## src/rtl/fm_pkg.sv

```systemverilog
// rtl/fm_pkg.sv - shared widths, limits and FSM encoding for the FM audio path
// Purpose: common definitions used by the audio preconditioner, the modulator
//          and the demodulator so sample formats and clamp limits agree.
// Contents: sample/difference/emphasis widths, Q1.15 shift, 16-bit clamp
//           limits, preconditioner FSM state type.
package fm_pkg;

  localparam int SAMPLE_W  = 16;      // modulator sample width
  localparam int DIFF_W    = 17;      // DC-removed sample width
  localparam int EMPH_W    = 19;      // pre-emphasised sample width
  localparam int Q15_SHIFT = 15;      // Q1.15 scaling
  localparam int SAT_MAX   = 32767;
  localparam int SAT_MIN   = -32768;

  typedef enum logic [2:0] {
    ST_IDLE,
    ST_CONV,
    ST_DCB,
    ST_PRE,
    ST_SAT
  } fm_state_t;

endpackage

```

## src/rtl/sat_s16.sv

```systemverilog
// rtl/sat_s16.sv - combinational 19-bit to 16-bit signed clamp
// Purpose: clamps a pre-emphasised sample into the 16-bit signed range.
// Ports:
//   din   in   EMPH_W    signed value to clamp
//   dout  out  SAMPLE_W  clamped signed value
module sat_s16
  import fm_pkg::*;
(
  input  logic signed [EMPH_W-1:0]   din,
  output logic signed [SAMPLE_W-1:0] dout
);

  localparam logic signed [EMPH_W-1:0] HI = EMPH_W'(SAT_MAX);
  localparam logic signed [EMPH_W-1:0] LO = EMPH_W'(SAT_MIN);

  always_comb begin
    if (din > HI) begin
      dout = SAMPLE_W'(SAT_MAX);
    end else if (din < LO) begin
      dout = SAMPLE_W'(SAT_MIN);
    end else begin
      dout = din[SAMPLE_W-1:0];
    end
  end

endmodule

```

## src/rtl/fm_audio_precond.sv

```systemverilog
// rtl/fm_audio_precond.sv - ADC sample conditioning ahead of the FM modulator
// Purpose: offset-binary to two's complement, DC removal, pre-emphasis and
//          16-bit saturation; output held steady between samples.
// Ports:
//   clk           in   1        system clock
//   rst_n         in   1        asynchronous active-low reset
//   enable        in   1        0 idles the pipeline and forces sample_out to 0
//   adc_valid     in   1        one-cycle strobe qualifying adc_raw
//   adc_raw       in   ADC_W    raw offset-binary ADC code
//   sample_out    out  16       signed conditioned sample
//   sample_valid  out  1        one-cycle pulse when sample_out updates
//   busy          out  1        FSM outside IDLE
//   drop_cnt      out  16       saturating count of strobes dropped while busy
module fm_audio_precond
  import fm_pkg::*;
#(
  parameter int ADC_W        = 12,
  parameter int DC_SHIFT     = 10,
  parameter int PRE_A        = 19661,
  parameter int MUTE_SAMPLES = 2048
) (
  input  logic                       clk,
  input  logic                       rst_n,
  input  logic                       enable,
  input  logic                       adc_valid,
  input  logic [ADC_W-1:0]           adc_raw,
  output logic signed [SAMPLE_W-1:0] sample_out,
  output logic                       sample_valid,
  output logic                       busy,
  output logic [15:0]                drop_cnt
);

  localparam int          ACC_W     = SAMPLE_W + DC_SHIFT + 1;
  localparam int          PROD_W    = 2 * DIFF_W;
  localparam logic [15:0] PRE_A_U   = 16'(PRE_A);
  localparam logic [15:0] MUTE_INIT = 16'(MUTE_SAMPLES);

  fm_state_t                 state, next_state;
  logic [ADC_W-1:0]          raw_q;
  logic signed [SAMPLE_W-1:0] x_q;
  logic signed [DIFF_W-1:0]  y_q, y_prev;
  logic signed [EMPH_W-1:0]  e_q;
  logic signed [ACC_W-1:0]   dc_acc;
  logic [15:0]               mute_cnt;
  logic                      en_q;

  logic signed [ADC_W-1:0]    raw_tc;
  logic signed [DIFF_W-1:0]   dc, y_next;
  logic signed [PROD_W-1:0]   prod;
  logic signed [EMPH_W-1:0]   e_next;
  logic signed [SAMPLE_W-1:0] e_sat;
  logic                       prod_unused;

  // Flipping the MSB turns offset-binary into two's complement.
  assign raw_tc = {~raw_q[ADC_W-1], raw_q[ADC_W-2:0]};

  // Arithmetic shift of the pre-update accumulator is just its top bits.
  assign dc     = dc_acc[ACC_W-1:DC_SHIFT];
  assign y_next = DIFF_W'(x_q) - dc;

  // The only multiplier: unsigned Q1.15 coefficient times previous y.
  assign prod        = PROD_W'($signed({1'b0, PRE_A_U})) * PROD_W'(y_prev);
  assign e_next      = EMPH_W'(y_q) - $signed(prod[Q15_SHIFT +: EMPH_W]);
  assign prod_unused = ^prod[Q15_SHIFT-1:0];

  assign busy = (state != ST_IDLE);

  sat_s16 u_sat (
    .din  (e_q),
    .dout (e_sat)
  );

  always_ff @(posedge clk or negedge rst_n) begin
    if (!rst_n) begin
      state <= ST_IDLE;
    end else begin
      state <= next_state;
    end
  end

  always_comb begin
    next_state = state;
    if (!enable) begin
      next_state = ST_IDLE;
    end else begin
      case (state)
        ST_IDLE: if (adc_valid) next_state = ST_CONV;
        ST_CONV: next_state = ST_DCB;
        ST_DCB:  next_state = ST_PRE;
        ST_PRE:  next_state = ST_SAT;
        ST_SAT:  next_state = ST_IDLE;
        default: next_state = ST_IDLE;
      endcase
    end
  end

  always_ff @(posedge clk or negedge rst_n) begin
    if (!rst_n) begin
      raw_q        <= '0;
      x_q          <= '0;
      y_q          <= '0;
      y_prev       <= '0;
      e_q          <= '0;
      dc_acc       <= '0;
      mute_cnt     <= MUTE_INIT;
      en_q         <= 1'b0;
      sample_out   <= '0;
      sample_valid <= 1'b0;
      drop_cnt     <= '0;
    end else begin
      en_q         <= enable;
      sample_valid <= 1'b0;

      if (enable && adc_valid && busy && drop_cnt != 16'hFFFF) begin
        drop_cnt <= drop_cnt + 16'd1;
      end

      if (!enable) begin
        // Aborts any in-flight sample; filter history is left intact.
        sample_out <= '0;
      end else begin
        if (!en_q) begin
          mute_cnt <= MUTE_INIT;
        end
        case (state)
          ST_IDLE: if (adc_valid) raw_q <= adc_raw;
          ST_CONV: x_q <= SAMPLE_W'(raw_tc) <<< (SAMPLE_W - ADC_W);
          ST_DCB: begin
            y_q    <= y_next;
            dc_acc <= dc_acc + ACC_W'(y_next);
          end
          ST_PRE: begin
            e_q    <= e_next;
            y_prev <= y_q;
          end
          ST_SAT: begin
            sample_valid <= 1'b1;
            if (mute_cnt != 16'd0) begin
              sample_out <= '0;
              mute_cnt   <= mute_cnt - 16'd1;
            end else begin
              sample_out <= e_sat;
            end
          end
          default: ;
        endcase
      end
    end
  end

endmodule

```

## config.mk

```make
export PLATFORM = sky130hd
export DESIGN_NAME = fm_audio_precond
export DESIGN_NICKNAME = d
export VERILOG_FILES = /design/src/rtl/fm_pkg.sv /design/src/rtl/sat_s16.sv /design/src/rtl/fm_audio_precond.sv
export SDC_FILE = /design/constraint.sdc
export NUM_CORES = 1
export LEC_CHECK = 0
export CAP_MARGIN = 20
export CORE_MARGIN = 4
export CORE_UTILIZATION = 50
export DETAILED_ROUTE_END_ITERATION = 16
export GPL_TIMING_DRIVEN = 0
export PLACE_DENSITY_LB_ADDON = 0.12
export SYNTH_ARGS = -nofsm -noshare
export SYNTH_HDL_FRONTEND = slang
export SYNTH_HIERARCHICAL = 1
export SYNTH_SLANG_ARGS = --single-unit
```

## constraint.sdc

```tcl
create_clock -name clk -period 7.1 [get_ports clk]
set_clock_uncertainty 0.1 [all_clocks]
set_input_delay 1.42 -clock clk [delete_from_list [all_inputs] [get_ports clk]]
set_output_delay 1.42 -clock clk [all_outputs]
set_load 0.02 [all_outputs]
```

==> metrics.md <==
| Metric | Value |
|---|---|
| Crit path time final | `6.91 ns` |
| Largest net degree at the start of global routing | `~110` |
| Die Y | `approximately 180 µm` |
| Worst-path maximum fanout | `6` |
| Routed via count | `~10000` |
| Period utilisation layout | `97.3%` |
| DRT Pass-1 Iters | `5` |
| First-pass GRT wire length | `55000 µm` |
| Hold Vio Cnt, Final | `0` |
| CTS Sinks | `~160` |
| Crit path capture type | `register` |
| CP max stage cell | `fa_1` |
| Drt wl/cell | `between 15 and 20 µm` |
| # DRC | `0` |
| Nets | `approximately 1900` |
| Area of the die | `around 31000 µm²` |
| Clock slew at reported path FFs | `0.07 ns` |
| Max Slew Vio Count | `0` |
| Largest family of logic cells by synthesized area | `adder cells` |
| Bufs and invs on worst path | `6` |
| Number of global-route vias before repair | `approximately 11000` |
| Overall routing resource usage | `a little over a fifth` |
| Data required, critical path | `around 7.4 ns` |
| Grt total ovfl | `0` |
| Post-synthesis compound-gate area fraction | `between 10% and 20%` |
| Adder-cell share of the synthesized area | `30.2%` |
| Relative slew slack | `between 40% and 50%` |
| Simple-Gate Fraction of Synth Area | `around 12%` |
| Layout area overhead | `15.7%` |
| Sequential share of the synthesized area | `27.8%` |
| DP Wirelength | `about 26000 µm` |
| Total CTS buffers | `17` |
| Setup violators final | `0` |
| Num ports | `50` |
| Ys async rst share | `100%` |
| EDFF count, synth | `0` |
| Worst Tran Pin Value | `roughly 0.9 ns` |
| Status | `finished clean` |
| Drt initial violations | `about 570` |
| CP max stage delay | `between 0.5 and 0.6 ns` |
| Design area | `between 15000 and 20000 µm²` |
| Max Fclk | `145 MHz` |
| Antenna fix cells | `0` |
| CTS tree | `built` |
| Rows | `61` |
| Post-synthesis register bit count | `approximately 160` |
| Fill cells | `2415` |
| Die width | `176 µm` |
| Syn Inst Count | `1456` |
| Placed Area | `15200 µm²` |
| Worst setup SP type | `register` |
| Core Box Area | `between 20000 and 30000 µm²` |
| Mean area per synthesized cell | `9.71 µm²` |
| Initial antenna violation count | `0` |
| CTS Buffer Depth | `2` |
| Setup Crit Path Kind | `register to register` |
| Setup TNS | `0 ns` |
| Synth Flop Type | `dfrtp_1` |
| Cell family with most CP delay | `adder cells` |
| PortBufs | `49` |
| Post-synthesis mux area share | `just over 4%` |
| CTS H-tree lvls | `4` |
| CP dominant cell by count | `inv_1` |
| CTS root buf | `clkbuf_16` |
| Hold-fix buffers, CTS | `0` |
| Mapped cell area | `14100 µm²` |
| Starting Density | `a little over 50%` |
| Vias per cell | `approximately 5.4` |
| Worst EP arrival | `about 7.2 ns` |
| Core Util, Final | `about three fifths` |
| Max Cap Viol | `0` |
| Share of cells above drive strength 1 | `13.7%` |
| Syn. warnings | `6` |
| Xor-xnor portion of the synthesized cell area | `under 10%` |
| Hold Crit Class | `register to register` |
| Syn nets | `between 1500 and 2000` |
| Worst skew pair latency | `about 0.43 ns` |
| Antenna Violating Nets Remaining | `0` |
| RePlAce Congestion | `a little over 0.9` |
| Yosys cell types | `77` |
| WL final | `between 30000 and 40000 µm` |
layout by cell type (no fill, tap or decap), drive strengths merged, types with 6 or more instances in the layout:
| cell type | instances |
|---|---|
| a22o | 18 |
| nand2 | 111 |
| o31ai | 14 |
| nand3 | 26 |
| and3 | 15 |
| ha | 184 |
| buf | 53 |
| o21a | 8 |
| inv | 220 |
| a21boi | 18 |
| mux2 | 52 |
| and4 | 6 |
| a31oi | 6 |
| and2 | 6 |
| nor2 | 63 |
| a21oi | 50 |
| nor4 | 21 |
| nor3 | 37 |
| clkdlybuf4s50 | 48 |
| xor2 | 28 |
| a21o | 34 |
| o21bai | 7 |
| nand2b | 11 |
| a211oi | 10 |
| fa | 98 |
| clkbuf | 40 |
| dfrtp | 156 |
| nor2b | 12 |
| o21ai | 95 |
| xnor2 | 51 |
| nand4 | 14 |
routing by layer:
layer | part of all wire [%] | up-vias | global-route usage [%]
met3 | 2.4 | 19 | 2.57
li1 | - | 5201 | -
met1 | 47 | 5144 | 30.0
met5 | 0 | - | 0
met4 | 0.84 | 0 | 4.00
met2 | 50 | 134 | 38.2
cells by family after synthesis:
logic type	count (synthesis)
and+or+nand+nor	345
AOI/OAI and AO/OA	289
adders and majority gates	282
buffers and inverters	252
DFF	157
xor gates and xnor gates	79
muxes	52
worst register-to-register path, delay by kind of cell (launching register included):
family / cells / cell delay (ns)
AOI/OAI and AO/OA: 8 / 1.51
buffers and inverters: 6 / 0.40
adders and majority gates: 8 / 3.04
and+or+nand+nor: 5 / 1.36
DFF: 1 / 0.46
synth_stat cells, types with 8 or more instances:
master	number	area [µm²]
buf_2	9	45.0
nand2b_1	11	68.8
nand3_1	26	130
inv_1	213	800
a22o_1	18	158
dfrtp_1	156	3900
a211oi_1	8	60.1
o21ai_0	42	210
nor2b_1	12	75.1
o21a_1	8	60.1
nand4_1	14	87.6
fa_1	98	1960
a21o_1	33	248
xnor2_1	50	438
o31ai_1	14	105
ha_1	184	2300
nor4_1	20	125
mux2_2	50	563
nand2_1	111	417
nor3_1	35	175
a21boi_0	15	113
xor2_1	28	245
o21ai_1	52	260
a21oi_1	50	250
nor2_1	62	233
clkbuf_1	21	78.8
and3_1	13	81.3
repair_timing:
action	4_1_cts	5_1_grt
pin swaps	5	30
buffers inserted	10	24
hold endpoints to repair	0	0
resized for setup	21	46
setup endpoints to repair	8	9
cell type report:
cell class,count,area [µm²],area share (%)
Clock buffer,18,439,2.69
Clock inverter,14,176,1.08
Buffer,37,181,1.11
Inverter,214,803,4.91
Sequential cell,157,3950,24.2
Multi-Input combinational cell,1047,9510,58.2
Tap cell,378,473,2.89
Timing Repair Buffer,86,811,4.96
sequential cells by signal, summed over array words and instances (netlist names):
name	flops
mute_cnt	16
sample_valid	1
x_q	12
state	3
e_q	19
dc_acc	27
y_q	17
y_prev	17
en_q	1
raw_q	12
sample_out	16
drop_cnt	16
per-stage QoR:
| step | setup WS, ns | instances | hold slack, ns |
|---|---|---|---|
| 2_1_floorplan | 0.0909 | 1456 | 0.312 |
| 3_3_place_gp | -2.19 | 1883 | 0.370 |
| 3_5_place_dp | -0.603 | 1885 | 0.381 |
| 4_1_cts | 0.00688 | 1926 | 0.396 |
| 5_1_grt | -0.0494 | 1951 | 0.416 |
| 6_report | 0.190 | 1951 | 0.394 |
final timing paths:
kind                                 start           to  slack (ns)  depth (start not counted)
min in group asynchronous            rst_n  drop_cnt[5]        0.78                          1
max in group asynchronous            rst_n   y_prev[16]        5.16                          2
worst max-delay path            y_prev[15]      e_q[17]        0.19                         27
worst min register to register   dc_acc[3]    dc_acc[3]        0.39                          2
worst min-delay path             dc_acc[3]    dc_acc[3]        0.39                          2
worst max register to register  y_prev[15]      e_q[17]        0.19                         27
Power is not shown: default switching activity piles up to over one toggle a cycle in this logic, so the estimate is an artifact.
